===== config.mk =====
export PLATFORM = sky130hd
export DESIGN_NAME = logicnet_layer_sequencer
export DESIGN_NICKNAME = d
export VERILOG_FILES = /design/src/rtl/logicnet_layer_sequencer.sv
export SDC_FILE = /design/constraint.sdc
export NUM_CORES = 2
export LEC_CHECK = 0
export CAP_MARGIN = 20
export CORE_ASPECT_RATIO = 1.5
export CORE_MARGIN = 2
export CORE_UTILIZATION = 50
export CTS_BUF_LIST = sky130_fd_sc_hd__clkbuf_2
export DETAILED_ROUTE_END_ITERATION = 7
export PLACE_DENSITY = 0.67
export SKIP_CTS_REPAIR_TIMING = 1
export SYNTH_ARGS = -nofsm -noshare
export SYNTH_HDL_FRONTEND = slang
export SYNTH_SLANG_ARGS = --single-unit

===== constraint.sdc =====
create_clock -name clk -period 4.3 [get_ports clk]
set_input_delay 0.86 -clock clk [delete_from_list [all_inputs] [get_ports clk]]
set_output_delay 0.86 -clock clk [all_outputs]
set_load 0.01 [all_outputs]

===== src/rtl/logicnet_layer_sequencer.sv =====
`default_nettype none
// ============================================================================
//  Module   : logicnet_layer_sequencer
//  Purpose  : Time-multiplexed evaluator for one LogicNet layer. For each
//             accepted input vector, every neuron is evaluated in turn.
//             Its FANIN input bits are gathered through a programmable
//             connection table. The gathered bits, together with the neuron
//             index, address a shared external truth-table ROM. The 1-bit
//             ROM answers are assembled into an N-bit layer output.
//  Ports    : clk, rst            - clock (rising edge), synchronous active-high reset
//             in_valid/in_ready   - input vector handshake, in_data = vector
//             cfg_we/addr/sel     - connection-table write {neuron, slot} <= sel
//             cfg_err             - 1-cycle pulse when a cfg write is dropped (busy)
//             tt_re/tt_addr       - ROM read strobe and {neuron, gathered bits}
//             tt_rdata            - ROM answer, valid one cycle after tt_re
//             out_valid/out_ready - output handshake, out_data bit n = neuron n
//             busy                - sequencer is not idle
//  Revision : 1.0 - initial release
// ============================================================================
module logicnet_layer_sequencer #(
    parameter  int IN_W   = 64,
    parameter  int N      = 16,
    parameter  int FANIN  = 8,
    localparam int NID_W  = (N > 1) ? $clog2(N) : 1,
    localparam int SEL_W  = (IN_W > 1) ? $clog2(IN_W) : 1,
    localparam int SLOT_W = (FANIN > 1) ? $clog2(FANIN) : 1
) (
    input  logic                    clk,
    input  logic                    rst,
    input  logic                    in_valid,
    output logic                    in_ready,
    input  logic [IN_W-1:0]         in_data,
    input  logic                    cfg_we,
    input  logic [NID_W+SLOT_W-1:0] cfg_addr,
    input  logic [SEL_W-1:0]        cfg_sel,
    output logic                    cfg_err,
    output logic                    tt_re,
    output logic [NID_W+FANIN-1:0]  tt_addr,
    input  logic                    tt_rdata,
    output logic                    out_valid,
    input  logic                    out_ready,
    output logic [N-1:0]            out_data,
    output logic                    busy
);

    typedef enum logic [1:0] {
        IDLE  = 2'd0,
        EVAL  = 2'd1,
        DRAIN = 2'd2,
        DONE  = 2'd3
    } state_t;

    localparam logic [NID_W-1:0] NID_LAST = NID_W'(N - 1);

    state_t             state_q, state_d;
    logic [NID_W-1:0]   nid_q, nid_d;
    logic [IN_W-1:0]    in_reg_q, in_reg_d;
    logic [SEL_W-1:0]   table_q [N][FANIN];
    logic [SEL_W-1:0]   table_d [N][FANIN];
    logic               rd_pend_q, rd_pend_d;   // a ROM answer arrives this cycle
    logic [NID_W-1:0]   rd_idx_q, rd_idx_d;     // neuron that answer belongs to
    logic [N-1:0]       out_data_q, out_data_d;
    logic               cfg_err_q, cfg_err_d;

    logic [FANIN-1:0]   w_gather;
    logic [SLOT_W-1:0]  w_cfg_slot;
    logic [NID_W-1:0]   w_cfg_nid;
    logic               w_accept;

    assign w_cfg_slot = cfg_addr[SLOT_W-1:0];
    assign w_cfg_nid  = cfg_addr[SLOT_W +: NID_W];

    // Fan-in gather for the neuron currently being issued.
    generate
        for (genvar k = 0; k < FANIN; k++) begin : g_gather
            assign w_gather[k] = in_reg_q[table_q[nid_q][k]];
        end
    endgenerate

    // DONE with out_ready frees the block in the same cycle, so a new vector
    // can be taken during the output handshake; this keeps the period at N+2.
    assign in_ready  = (state_q == IDLE) || ((state_q == DONE) && out_ready);
    assign w_accept  = in_valid && in_ready;

    assign tt_re     = (state_q == EVAL);
    assign tt_addr   = tt_re ? {nid_q, w_gather} : '0;
    assign out_valid = (state_q == DONE);
    assign out_data  = out_data_q;
    assign busy      = (state_q != IDLE);
    assign cfg_err   = cfg_err_q;

    always_comb begin
        state_d    = state_q;
        nid_d      = nid_q;
        in_reg_d   = in_reg_q;
        table_d    = table_q;
        rd_pend_d  = 1'b0;
        rd_idx_d   = rd_idx_q;
        out_data_d = out_data_q;
        cfg_err_d  = 1'b0;

        // ROM answer for the neuron issued in the previous cycle.
        if (rd_pend_q) begin
            out_data_d[rd_idx_q] = tt_rdata;
        end

        // Table writes only while idle; out-of-range addresses match no entry.
        if (cfg_we) begin
            if (state_q != IDLE) begin
                cfg_err_d = 1'b1;
            end else begin
                for (int n = 0; n < N; n++) begin
                    for (int k = 0; k < FANIN; k++) begin
                        if ((w_cfg_nid == NID_W'(n)) && (w_cfg_slot == SLOT_W'(k))) begin
                            table_d[n][k] = cfg_sel;
                        end
                    end
                end
            end
        end

        case (state_q)
            IDLE: begin
                if (w_accept) begin
                    in_reg_d = in_data;
                    nid_d    = '0;
                    state_d  = EVAL;
                end
            end
            EVAL: begin
                rd_pend_d = 1'b1;
                rd_idx_d  = nid_q;
                if (nid_q == NID_LAST) begin
                    state_d = DRAIN;
                end else begin
                    nid_d = nid_q + 1'b1;
                end
            end
            DRAIN: begin
                state_d = DONE;
            end
            DONE: begin
                if (out_ready) begin
                    if (w_accept) begin
                        in_reg_d = in_data;
                        nid_d    = '0;
                        state_d  = EVAL;
                    end else begin
                        state_d  = IDLE;
                    end
                end
            end
            default: begin
                state_d = IDLE;
            end
        endcase
    end

    always_ff @(posedge clk) begin
        if (rst) begin
            state_q    <= IDLE;
            nid_q      <= '0;
            in_reg_q   <= '0;
            rd_pend_q  <= 1'b0;
            rd_idx_q   <= '0;
            out_data_q <= '0;
            cfg_err_q  <= 1'b0;
            for (int n = 0; n < N; n++) begin
                for (int k = 0; k < FANIN; k++) begin
                    table_q[n][k] <= '0;
                end
            end
        end else begin
            state_q    <= state_d;
            nid_q      <= nid_d;
            in_reg_q   <= in_reg_d;
            rd_pend_q  <= rd_pend_d;
            rd_idx_q   <= rd_idx_d;
            out_data_q <= out_data_d;
            cfg_err_q  <= cfg_err_d;
            table_q    <= table_d;
        end
    end

endmodule
`default_nettype wire


# ---- Word-level counts from Yosys, hierarchy flattened
# Index checks and enable logic that the tools add are counted.
dict set report totals {
  regBits 860
  input_bits 83
  output_inout_bits 33
  word_cells 487
}
dict set report classes {
  n_addsub 1
  order_cmp 11
  n_eq_ne 30
  muxes 37
  n_bitwise 3
  n_reduce_logical 270
}
# operator count
set ops {}
lappend ops {{AND reduction 3 bit} 130}
lappend ops {{binary-select mux 48 bit (select 4 bit)} 1}
lappend ops {{logical AND 1 bit} 131}
lappend ops {{two-way mux 64 bit} 2}
lappend ops {{one-hot mux 64 bit (2 select lines)} 1}
lappend ops {{two-way mux 48 bit} 2}
lappend ops {{< comparator 6 x 7 -> 1 bit, second input constant} 8}
lappend ops {{binary-select mux 1 bit (select 6 bit)} 8}
lappend ops {{equality test 4 bit, second input constant} 9}
lappend ops {{bitwise mux 16 bit} 1}
lappend ops {{equality test 4 x 3 -> 1 bit, second input constant} 4}
lappend ops {{equality test 3 bit, second input constant} 4}
lappend ops {{two-way mux 1 bit} 12}
lappend ops {{two-way mux 12 bit} 1}
lappend ops {{two-way mux 4 bit} 3}
lappend ops {{one-hot mux 4 bit (3 select lines)} 1}
lappend ops {{equality test 4 x 2 -> 1 bit, second input constant} 2}
lappend ops {{one-hot mux 2 bit (4 select lines)} 1}
lappend ops {{equality test 3 x 2 -> 1 bit, second input constant} 2}
lappend ops {{two-way mux 2 bit} 3}
lappend ops {{greater-or-equal comparator 5 bit, second input constant} 1}
lappend ops {{< comparator 4 x 5 -> 1 bit, second input constant} 1}
lappend ops {{NOT 4 -> 5 bit} 1}
lappend ops {{adder 4 x 1 -> 4 bit, second input constant} 1}
lappend ops {{17 further kinds} 22}

# ---- Longest topological paths before layout
dict set report depth {
  word_depth 7
  ltp_mapped 14
  depth_no_buf 10
}

# ---- Worst setup path after synthesis
# OpenSTA, ideal clock, no wires.
dict set report synth_timing {
  path_kind {flip-flop to output port}
  startpoint {reg nid_q[0]}
  endpoint {out tt_addr[7]}
  arrival_ps 2779
  required_time_ps 3440
  setup_slack_ps 661
  path_stages_with_launch 11
  n_path_buf 3
  cell_sequence {dfxtp_1 buf_6 buf_2 mux4_1 mux4_2 buf_2 inv_1 nor2_1 a221oi_1 o221ai_1 o22ai_1}
}
dict set report synth_via {
  elab_chain_len 7
}
# element line_no
set synth_lines {}
lappend synth_lines {{start: declaration} 56} ;# logic [NID_W-1:0] nid_q, nid_d;
lappend synth_lines {{start signal: assignment} 175} ;# nid_q <= nid_d;
lappend synth_lines {{NOT 4 -> 5 bit (implied by the code)} 76} ;# assign w_gather[k] = in_reg_q[table_q[nid_q][k]];
lappend synth_lines {{binary-select mux 48 bit (select 4 bit)} 76}
lappend synth_lines {{two-way mux 48 bit (implied by the code) (2 in a row)} 76}
lappend synth_lines {{binary-select mux 1 bit (select 6 bit)} 76}
lappend synth_lines {{two-way mux 1 bit (implied by the code)} 76}
lappend synth_lines {{two-way mux 12 bit} 86} ;# assign tt_addr = tt_re ? {nid_q, w_gather} : '0;
lappend synth_lines {{end: declaration} 38} ;# output logic [NID_W+FANIN-1:0] tt_addr,
# No other way between the ends. The select of a mux whose other input is x is not followed.

# ---- Final worst setup path
dict set report layout_timing {
  startpoint {reg nid_q[1]}
  endpoint {out tt_addr[0]}
}
dict set report layout_via {
  elab_chain_len 7
}
# element line_no
set layout_lines {}
lappend layout_lines {{NOT 4 -> 5 bit (implied by the code)} 76}
lappend layout_lines {{binary-select mux 48 bit (select 4 bit)} 76}
lappend layout_lines {{two-way mux 48 bit (2 in a row)} -}
lappend layout_lines {{binary-select mux 1 bit (select 6 bit)} 76}
lappend layout_lines {{two-way mux 1 bit (implied by the code)} 76}
lappend layout_lines {{two-way mux 12 bit} 86}
# No other way between the ends. The select of a mux whose other input is x is not followed.

==> impl_summary.md <==
Clock tree
Clock-pin slew was measured on the worst setup and hold paths at 120 ps. The clock passes through at most 3 buffers. For the worst-skew pair, the clock arrives at the later sink with an insertion delay of ~1600 ps.

The clock tree from TritonCTS is built. The tree built by TritonCTS fans out to 860 sinks. The clock tree root buffer cell is clkbuf_2. The number of buffers created by CTS is 198. The H-tree was split into 4 levels.

Power and ir drop
Of the total power, the clock network draws 31.0%. The final total power is about 18000 uW. The switching power summed over all nets is 5980 uW. VDD sags by at most 0.389 mV. Net switching is 34.1% of the power. Of the total power, registers draw around half. The internal power is 11500 uW. The part of the power in combinational logic is 19.0%.

The power density over the cells is roughly 350 nW/um^2. For this design the static power due to leakage is 0.0174 uW.

STA
The minimum clock period after layout is 5700 ps. Based on the critical path, the design can be clocked at up to 0.175 GHz. Setup violations remaining at the end of the flow were counted as 8. The final worst-path cycle share is 133%. On the final layout, the worst clock skew is ~110 ps. The number of failing hold endpoints at the final stage is 0. The number of slew-limit violations in the final report was 0. Setup slack on the critical path of the routed design comes to -1400 ps. For the pin with the worst max-slew slack, the measured transition is 1080 ps. Measured against its own limit, the worst slew margin works out to 28.1%. Setup repair after global routing could not meet its margin everywhere.

Placed design
The HPWL after detailed placement is 96200 um. The total instance count after detailed placement is between 5000 and 6000. The total of buffers placed on input and output ports is 115.

The congestion estimate from routability-driven global placement came to 1.03.

Synth
The commonest cells after synthesis are 903 x nand2_1, 860 x dfxtp_1, 747 x a21oi_1. Among all cell types in the netlist, the one instantiated most often is nand2_1. The synthesized net count is 4999. Of all flip-flops after synthesis, the portion carrying an async set or reset was 0%. The number of distinct library cells after synthesis is 73. The number of synthesized flops with an enable pin is 0. Sorting the synthesized cells by area gives the leading types as dfxtp_1 40%, mux4_2 12%, a21oi_1 8.7%. The share of the Yosys chip area taken by registers is 40.0%.

The per-instance average area after synthesis is 8.77 sq um. The number of synthesis warnings is 0. The area share of the largest cell type after synthesis is 40.0%. The most common flop cell mapped by yosys is dfxtp_1. Counting every instance in the synthesized netlist gives roughly 5000. In this run, synthesis produced a sequential element count of 860. The biggest area contributor in the post-synthesis netlist is dfxtp_1. Summing every instance area after synthesis gives 43000 sq um.

Floorplanning
In this run the vertical extent of the chip is 363 um. The area of the placeable core is 85200 sq um. The boundary pin count is 116. The floorplan die area is 88500 sq um. From left edge to right edge, the die measures 244 um. For this configuration, the core starts out at a cell density of 50.5%. Row generation in the floorplan step produced roughly 130 rows.

Job
The number of max-cap violations is 0.

Worst setup path
The critical path launch point type is a flip-flop. STA puts the critical path data arrival time at 4840 ps. The worst setup path is captured at an output port. The data required time of the critical path is roughly 3400 ps. Of all nets on the critical path, the largest fanout is 7. The worst setup path is of the flip-flop to output port kind.

Final layout
Cells with a size suffix above 1 make up about a fifth of the layout. The net count of the finished layout is 5273. Measured on the finished design, the core utilization comes to between 50% and 60%. The number of non-filler instances in the completed layout is 6471. The area growth from synthesis to layout is 15.7%.

Global routing
Across every metal layer, demand over resource in global routing totals about a third. For this run the aggregate overflow at the end of global routing stands at 0. The first global-routing pass estimated 223000 um of wire. The largest net degree at the start of global routing is 128.

The initial antenna violation count is 5. The number of global-route vias before repair is 37700.

Route
The count of antenna-violating nets left after detailed routing is 0. The DRC violation total after the first TritonRoute iteration is ~4200. Dividing the detail-routed via count by the number of cells gives 6.22. After detailed routing, the number of remaining DRC violations is 0. The first detailed-routing pass took 6 iterations. The aggregate routed wire length is 151000 um. Dividing the detail-routed wire length by the instance count gives 23.4 um. The count of vias placed by the detailed router is 40200.

Min path
The min-delay analysis places its worst path in the category input port to flip-flop.

Outcome
The run finished, with violations left. The final reports fail on negative setup slack.
[layout by cell type (no fill, tap or decap), types with 10 or more instances in the layout]
cell	netlist	routed
dlygate4sd3_1	0	72
a22oi_1	32	27
nand2_1	903	898
buf_6	33	21
mux2i_4	2	13
nand2b_1	19	19
nor2b_1	20	18
nand3b_1	10	10
inv_1	18	17
mux4_2	236	241
nor3_1	18	18
clkinv_1	1	40
buf_12	6	44
buf_4	23	314
mux2i_1	341	327
mux2_2	42	37
mux4_1	15	10
and2_1	18	15
a21oi_1	747	746
mux2i_2	6	11
dfxtp_1	860	856
clkbuf_2	1	297
nor2_1	281	279
o21ai_0	566	561
clkdlybuf4s50_1	0	99
nand3_1	140	132
[critical path, cell delays in order, from the launching register on]
cell and delay (ps):
dfxtp_4 460, buf_8 160, buf_12 150, buf_6 100
mux4_2 550, mux2i_4 270, mux2i_4 190, buf_6 170
mux2i_1 140, mux2i_1 90, mux2_4 270, nand4b_1 90
o21ai_1 80, o31a_1 370, buf_6 150
[power by group through the flow]
stage	clock (uW)	sequential [uW]	combinational (uW)
final	5430	8770	3320
after global placement	0	8890	3060
after CTS	5520	8700	3090
after global routing	5900	8730	3510
after detailed placement	0	8880	3080
after floorplan	0	8400	2170
[final cells by class]
cell class                      count  area, sq um
Clock inverter                     55          317
Sequential cell                   860        17200
Clock buffer                      297         1490
Tap cell                         1130         1410
Fill cell                        7473        35400
Antenna cell                        5         12.5
Inverter                           20         75.1
Multi-Input combinational cell   3537        23800
Timing Repair Buffer              567         5420
[path summary, 6_finish.rpt]
kind	from	end	slack (ps)	cells past startpoint
min	cfg_sel[1]	table_q[337]	220	4
max reg2reg	nid_q[2]	nid_q[2]	1140	12
min reg2reg	table_q[133]	table_q[133]	460	2
max	nid_q[1]	tt_addr[0]	-1400	14
[sequential cells by signal (all words and copies together), names as in the netlist]
register and flops:
table_q 768, in_reg_q 64, out_data 16, nid_q 4, rd_idx_q 4, state_q 2, cfg_err 1, rd_pend_q 1
[routing by layer]
layer | part of all wire, % | GRT usage, % | wire length (um) | up-vias
met4 | 6.4 | 20.4 | 9630 | 2
met3 | 8.4 | 6.64 | 12700 | 536
met2 | 48 | 53.7 | 72100 | 2133
li1 | - | - | - | 18100
met1 | 38 | 38.6 | 56700 | 19500
met5 | 0.0060 | 0 | 9 | -
[stage by stage]
step           hold WS [ps]  setup TNS (ps)  setup WS (ps)  cell area, sq um
2_1_floorplan           432               0            661             43000
3_3_place_gp            437           -1460           -460             46200
3_5_place_dp            443           -1650           -434             46200
4_1_cts                -493          -16020          -2200             48000
5_1_grt                 101          -12360          -1590             49800
6_report                224          -10760          -1400             49800
[kinds of logic after synthesis]
kind of cell | share of synthesized area [%]
AOI/OAI and AO/OA | 17.7
and+or+nand+nor | 13.6
DFF | 40.0
muxes | 22.8
buffers and inverters | 5.71
adders and majority gates | 0.174
(Power assumes the default switching activity.)
